File: src/rtl/wb_arbiter2.sv
// Two-master / one-slave Wishbone classic arbiter.
// Round-robin grant that is held for the owner's whole cycle, plus a bus
// watchdog that terminates a stalled strobe with err on the owner side.
module wb_arbiter2 #(
    parameter int unsigned TIMEOUT_CYCLES = 16
) (
    input  logic        clk_i,
    input  logic        rst_ni,

    input  logic        m0_cyc_i,
    input  logic        m0_stb_i,
    input  logic        m0_we_i,
    input  logic [31:0] m0_adr_i,
    input  logic [3:0]  m0_sel_i,
    input  logic [31:0] m0_dat_i,
    output logic [31:0] m0_dat_o,
    output logic        m0_ack_o,
    output logic        m0_err_o,
    output logic        m0_rty_o,

    input  logic        m1_cyc_i,
    input  logic        m1_stb_i,
    input  logic        m1_we_i,
    input  logic [31:0] m1_adr_i,
    input  logic [3:0]  m1_sel_i,
    input  logic [31:0] m1_dat_i,
    output logic [31:0] m1_dat_o,
    output logic        m1_ack_o,
    output logic        m1_err_o,
    output logic        m1_rty_o,

    output logic        s_cyc_o,
    output logic        s_stb_o,
    output logic        s_we_o,
    output logic [31:0] s_adr_o,
    output logic [3:0]  s_sel_o,
    output logic [31:0] s_dat_o,
    input  logic [31:0] s_dat_i,
    input  logic        s_ack_i,
    input  logic        s_err_i,
    input  logic        s_rty_i,

    output logic [1:0]  grant_o
);

    localparam int unsigned TW = (TIMEOUT_CYCLES == 0) ? 1 : $clog2(TIMEOUT_CYCLES + 1);
    localparam logic [TW-1:0] TMO_LAST = (TIMEOUT_CYCLES == 0) ? '0 : TW'(TIMEOUT_CYCLES - 1);
    localparam logic [TW-1:0] TMO_MAX  = '1;
    localparam bit            TMO_EN   = (TIMEOUT_CYCLES != 0);

    typedef enum logic [1:0] {
        IDLE = 2'd0,
        OWN0 = 2'd1,
        OWN1 = 2'd2
    } state_t;

    state_t        state;
    state_t        state_n;
    logic          last;
    logic          last_n;
    logic [TW-1:0] tmo_cnt;
    logic [TW-1:0] tmo_n;
    logic          own_stb;
    logic          term;
    logic          fire;

    // State, last-owner and watchdog registers
    always_ff @(posedge clk_i or negedge rst_ni) begin
        if (!rst_ni) begin
            state   <= IDLE;
            last    <= 1'b1;
            tmo_cnt <= '0;
        end else begin
            state   <= state_n;
            last    <= last_n;
            tmo_cnt <= tmo_n;
        end
    end

    // Arbitration and release: ties go to the master that did not own last
    always_comb begin
        state_n = state;
        last_n  = last;
        case (state)
            IDLE: begin
                if (m0_cyc_i && m1_cyc_i) begin
                    state_n = last ? OWN0 : OWN1;
                end else if (m0_cyc_i) begin
                    state_n = OWN0;
                end else if (m1_cyc_i) begin
                    state_n = OWN1;
                end
            end
            OWN0: begin
                if (!m0_cyc_i) begin
                    last_n  = 1'b0;
                    state_n = m1_cyc_i ? OWN1 : IDLE;
                end
            end
            OWN1: begin
                if (!m1_cyc_i) begin
                    last_n  = 1'b1;
                    state_n = m0_cyc_i ? OWN0 : IDLE;
                end
            end
            default: state_n = IDLE;
        endcase
    end

    // Watchdog: count unterminated owner strobe cycles, fire on the last one
    always_comb begin
        own_stb = ((state == OWN0) && m0_stb_i) || ((state == OWN1) && m1_stb_i);
        term    = s_ack_i | s_err_i | s_rty_i;
        fire    = 1'b0;
        if (TMO_EN) begin
            fire = own_stb && !term && (tmo_cnt == TMO_LAST);
        end
        tmo_n = '0;
        if (own_stb && !term && !fire) begin
            tmo_n = (tmo_cnt == TMO_MAX) ? tmo_cnt : tmo_cnt + 1'b1;
        end
    end

    // Combinational routing between the owner and the slave; all zero in IDLE
    always_comb begin
        s_cyc_o  = 1'b0;
        s_stb_o  = 1'b0;
        s_we_o   = 1'b0;
        s_adr_o  = '0;
        s_sel_o  = '0;
        s_dat_o  = '0;
        m0_dat_o = '0;
        m0_ack_o = 1'b0;
        m0_err_o = 1'b0;
        m0_rty_o = 1'b0;
        m1_dat_o = '0;
        m1_ack_o = 1'b0;
        m1_err_o = 1'b0;
        m1_rty_o = 1'b0;
        grant_o  = 2'b00;
        case (state)
            OWN0: begin
                grant_o  = 2'b01;
                s_cyc_o  = m0_cyc_i;
                s_stb_o  = m0_stb_i & ~fire;
                s_we_o   = m0_we_i;
                s_adr_o  = m0_adr_i;
                s_sel_o  = m0_sel_i;
                s_dat_o  = m0_dat_i;
                m0_dat_o = s_dat_i;
                m0_ack_o = s_ack_i & m0_stb_i;
                m0_err_o = (s_err_i & m0_stb_i) | fire;
                m0_rty_o = s_rty_i & m0_stb_i;
            end
            OWN1: begin
                grant_o  = 2'b10;
                s_cyc_o  = m1_cyc_i;
                s_stb_o  = m1_stb_i & ~fire;
                s_we_o   = m1_we_i;
                s_adr_o  = m1_adr_i;
                s_sel_o  = m1_sel_i;
                s_dat_o  = m1_dat_i;
                m1_dat_o = s_dat_i;
                m1_ack_o = s_ack_i & m1_stb_i;
                m1_err_o = (s_err_i & m1_stb_i) | fire;
                m1_rty_o = s_rty_i & m1_stb_i;
            end
            default: ;
        endcase
    end

endmodule

File: config.mk
export PLATFORM = sky130hd
export DESIGN_NAME = wb_arbiter2
export DESIGN_NICKNAME = d
export VERILOG_FILES = /design/src/rtl/wb_arbiter2.sv
export SDC_FILE = /design/constraint.sdc
export NUM_CORES = 1
export LEC_CHECK = 0
export CELL_PAD_IN_SITES_DETAIL_PLACEMENT = 0
export CELL_PAD_IN_SITES_GLOBAL_PLACEMENT = 1
export CORE_MARGIN = 5
export CORE_UTILIZATION = 14
export DETAILED_ROUTE_END_ITERATION = 8
export PLACE_DENSITY = 0.93
export SYNTH_ARGS = -nofsm -noshare
export SYNTH_HDL_FRONTEND = slang
export SYNTH_SLANG_ARGS = --single-unit
File: constraint.sdc
create_clock -name clk_i -period 2.3 [get_ports clk_i]
set_input_delay 0.46 -clock clk_i [delete_from_list [all_inputs] [get_ports clk_i]]
set_output_delay 0.46 -clock clk_i [all_outputs]
set_load 0.005 [all_outputs]
[After elaboration in Yosys (flattened, before gate mapping)]
Cells that the tools add are included.
Word-level totals
  logic and storage cells: 67
  output and inout port bits: 143
  input port bits: 179
  flip-flop bits (word level): 8
Cells by class
  add/subtract/negate cells: 1
  reduce and logical (&&, ||, !) cells: 13
  multiplexer cells: 29
  bitwise gates (word level): 13
  eq/ne operators: 8
Operators with widths (number)
  32-bit case mux with 2 select lines: 2
  32-bit 2-to-1 mux: 2
  2-bit 2-to-1 mux: 7
  5-bit 2-to-1 mux: 2
  1-bit 2-to-1 mux: 9
  1-bit bitwise AND: 8
  1-bit case mux with 2 select lines: 4
  4-bit case mux with 2 select lines: 1
  1-bit logical AND: 6
  2-bit inequality test (second input constant): 3
  2-bit case mux with 3 select lines: 1
  3-bit AND reduction: 2
  5-bit by 1-bit adder with 5-bit output (second input constant): 1
  5-bit by 4-bit == test with 1-bit output (second input constant): 1
  5-bit == test (second input constant): 1
  4-bit inequality test (second input constant): 1
  1-bit OR: 4
  2-bit case mux with 2 select lines: 1
  2-bit by 1-bit == test with 1-bit output (second input constant): 1
  2-bit == test (second input constant): 1
  1-bit zero test: 2
  2-bit zero test: 1
  2-bit nonzero test: 1
  1-bit logical OR: 1
  1-bit NOT: 1

[Longest topological paths before layout]
  depth after elaboration: 8
  mapped depth: 7
  depth with buffers taken out: 6

[Worst setup path after synthesis]
OpenSTA, ideal clock, no wires.
  path type: reg-to-output
  start point: register state[0]
  end point: output s_stb_o
  cell stages (with the launch flop): 7
  arrival time: 1387 ps
  data required time: 1840 ps
  path slack: 453 ps
  buffers on the path: 2
  path through: dfrtp_1 -> inv_1 -> ha_1 -> buf_6 -> buf_6 -> mux2_1 -> and3_1
On the way
  cells in the longest elaborated chain, start to end: 8
  elaborated cells between the ends (all ways): 11
  those cells by class: eq/ne: 2; mux: 1; bitwise: 3; reduce/logical: 5
RTL lines
  start: declaration: line 57  | state_t state;
  start signal: assignment: line 74  | state <= state_n;
  2-bit by 1-bit == test with 1-bit output or 2-bit == test (tied branches): line 112, 141
  1-bit logical AND: line 112  | own_stb = ((state == OWN0) && m0_stb_i) || ((state == OWN1) && m1_stb_i);
  1-bit logical OR: line 112
  1-bit logical AND (2 in series): line 116  | fire = own_stb && !term && (tmo_cnt == TMO_LAST);
  1-bit NOT: line 145, 158
  1-bit bitwise AND (on tied branches): line 158, 145
  1-bit case mux with 2 select lines *: line 141  | case (state)
  end: declaration: line 33  | output logic s_stb_o,
Every way passes the cells marked *; elsewhere a longest branch is shown, timed or not.

[Worst setup path in the final report]
  start point: register state[1]
  end point: output s_dat_o[12]
On the way
  cells in the longest elaborated chain, start to end: 2
  elaborated cells between the ends (all ways): 3
  those cells by class: eq/ne: 2; mux: 1
RTL lines
  2-bit == test or 2-bit by 1-bit == test with 1-bit output (tied branches): line 141
  32-bit case mux with 2 select lines *: line 141
  end: declaration: line 37  | output logic [31:0] s_dat_o,
Marked as above.

==> metrics.md <==
| Metric | Value |
|---|---|
| Outcome | finished, violations left |
| Failing checks | setup timing |
| Via/cell ratio | 4.282 |
| Post-synth top area cell | a22oi_1 |
| Root Driver | clkbuf_16 |
| CP cell instances | inv_2 > ha_4 > buf_12 > buf_12 > a22oi_2 > nor2b_1 > clkdlybuf4s50_1 |
| Endpoint class of the critical path | primary output |
| Initial Utilization | 14.21% |
| Crit start category | flop |
| Final ANT Viol Nets | 0 |
| Core ar. | 15090 um^2 |
| Final setup viols | 11 |
| Worst Skew | 1.565 ps |
| Clk pin slew, worst setup/hold paths | 40 ps |
| Final worst setup slack | -138.0 ps |
| DRC viols | 0 |
| Final net count | 833 |
| Leading cell type in the layout, fill and taps excluded | clkdlybuf4s50_1 |
| Period Utilization, post-route | 106.0% |
| Crit path DAT | 1980 ps |
| Hold WC Path Type | in2async |
| Total leakage power | 3.151 nW |
| Setup CP Type | reg2out |
| Grt ovf | 0 |
| Slowest cell on the critical path | clkdlybuf4s50_1 |
| Floorplan row count | 45 |
| Mean Syn Cell Area | 7.196 um^2 |
| Vias in the first global route | 3710 |
| DIE AREA | 17890 um^2 |
| Top-area cell type share of the netlist area | 24.15% |
| N_diodes | 0 |
| RSZ-0062 raised after global routing | yes |
| Async S/R FF share, synth | 100.0% |
| Top FF cell, synth | dfrtp_1 |
| Power Dens Cells | 886.6 nW/um^2 |
| Layout cell share with drive strength beyond 1 | 20.03% |
| Count of state elements after synthesis | 8 |
| Overall Global Routing Usage | 14.60% |
| Worst path buffer plus inverter count | 4 |
| DR vias | 3563 |
| Max rail drop VDD | 0.3632 mV |
| Area growth, synth to finish | 195.7% |
| Max cap viols | 0 |
| Max Clock Freq | 0.4102 GHz |
| Placed instance count | 809 |
| Number of port buffers | 321 |
| Req. time, crit path | 1840 ps |
| DRT Wirelength | 14870 um |
| DRT Pass-1 Iters | 4 |
| Min cycle time layout | 2438 ps |
| Largest delay share family, worst path | buffers and inverters |
| Synth top area cells | a22oi_1 24%, nor2b_1 21%, and2_1 19% |
| Die Wd | 133.8 um |
| Global-route wire length before repair | 20980 um |
| Final GP Congestion | 0.8276 |
| Cell Area, Synth | 2145 um^2 |
| Clock tree buffer depth | 2 |
| DIE HEIGHT | 133.8 um |
| Initial DRC count | 128 |
| Worst-Margin Slew | 350.6 ps |
| Most frequent cells in the layout | 184 x clkdlybuf4s50_1, 91 x dlygate4sd2_1, 71 x nor2b_1 |
| Unique cell type count in the Yosys netlist | 35 |
| CTS buffer count | 3 |
| CTS tree | built |
| Slew HR | 76.55% |
| FILL cells | 1494 |
| Number of antenna violations at the first check in global routing | 0 |
| Final Max Tran Viols | 0 |
| Final core occ | 42.02% |
| Crit path top cell by count | buf_12 |
| Mapped Nets | 486 |
| Post-DP HPWL | 11560 um |
| Hold_buf cts | 0 |
| WL/cell | 17.87 um |
| Worst-Skew Late Latency | 230 ps |
| EDFF count, synth | 0 |
| Critical path peak fanout | 24 |
| CTS HTree Levels | 1 |
| Clock sink count | 8 |
| Yosys warns | 0 |
| Largest net degree at the start of global routing | 32 |
| Final Hold Vio Count | 0 |
| Post-synthesis cell count | 298 |
| IO Pins | 322 |
| Non-filler cells, final | 832 |
| Sequential fraction of the synthesis area | 9.393% |
| CP peak stage delay | 540 ps |
==> through the flow <==
| stage | total power [mW] | setup slack (ps) | TNS (ps) | cell area (um^2) | hold WS [ps] |
|---|---|---|---|---|---|
| 2_1_floorplan | 2.076 | 452.6 | 0 | 2145 | 164.4 |
| 3_3_place_gp | 4.810 | -191.3 | -512.6 | 5827 | 517.9 |
| 3_5_place_dp | 4.815 | -218.3 | -587.2 | 5827 | 522.6 |
| 4_1_cts | 5.330 | -205.0 | -2323 | 6042 | 512.0 |
| 5_1_grt | 6.022 | -223.2 | -1610 | 6341 | 531.0 |
| 6_report | 5.622 | -138.0 | -659.5 | 6341 | 506.2 |
==> state kept, by name, summed over array words and instances, names as in the netlist <==
name,flops
tmo_cnt,5
state,2
last,1
==> layout make-up <==
type | instances | area (um^2) | share of cell area [%]
clock buffers | 4 | 78.83 | 1.243
inverters | 4 | 15.01 | 0.2368
flip-flops and latches | 8 | 201.4 | 3.177
repair buffers | 373 | 3770 | 59.45
multi-input cells | 255 | 2041 | 32.18
well taps | 188 | 235.2 | 3.710
==> cell families (layout without fill, tap and decap cells) <==
logic type,Yosys count,in the layout,share of synthesized area [%]
fa+ha+maj,9,9,5.251
buf+inv,35,381,7.876
simple gates,159,159,45.80
compound gates,81,81,28.76
flops,8,8,9.394
xor+xnor,3,3,1.225
mux,3,3,1.692
==> routing by layer <==
layer  up-vias  wire (um)  GRT usage, %
met1      1618       5928         17.17
met5         -          0             0
met3         8       1467         4.758
met2       203       7365         26.73
li1       1734          -             -
met4         0        109         1.371
==> what timing repair did <==
action                                  CTS  global route
cloned                                    3             1
endpoints found under the setup margin  138            69
resized for setup                       140            98
buffers inserted                          5            10
pin swaps                                 1             8
hold endpoints to repair                  0             0
==> power breakdown <==
group	internal, mW	total, mW	switching [mW]
clock network	0.231	0.297	0.0663
registers	0.173	0.192	0.0192
logic	3.06	5.13	2.08
total	3.46	5.62	2.16
==> worst paths after layout <==
| check | start | endpoint | slack [ps] | depth (start not counted) |
|---|---|---|---|---|
| worst max-delay path | state[1] | s_dat_o[12] | -140 | 7 |
| worst min-delay path | rst_ni | tmo_cnt[4] | 510 | 1 |
| worst max register to register | state[1] | state[1] | 360 | 9 |
| worst min register to register | last | last | 520 | 1 |
| max in group asynchronous | rst_ni | last | 1490 | 1 |
| min in group clk_i | last | last | 520 | 1 |
==> Yosys cell counts (2+ instances only) <==
| cell | n |
|---|---|
| a21boi_0 | 3 |
| a21oi_1 | 3 |
| a22oi_1 | 69 |
| and2_1 | 64 |
| and3_1 | 6 |
| buf_2 | 15 |
| buf_6 | 2 |
| clkbuf_1 | 13 |
| dfrtp_1 | 7 |
| ha_1 | 9 |
| inv_1 | 4 |
| nand2_1 | 3 |
| nand3b_1 | 2 |
| nor2_1 | 6 |
| nor2b_1 | 71 |
| xor2_1 | 2 |
(Power assumes the default switching activity.)
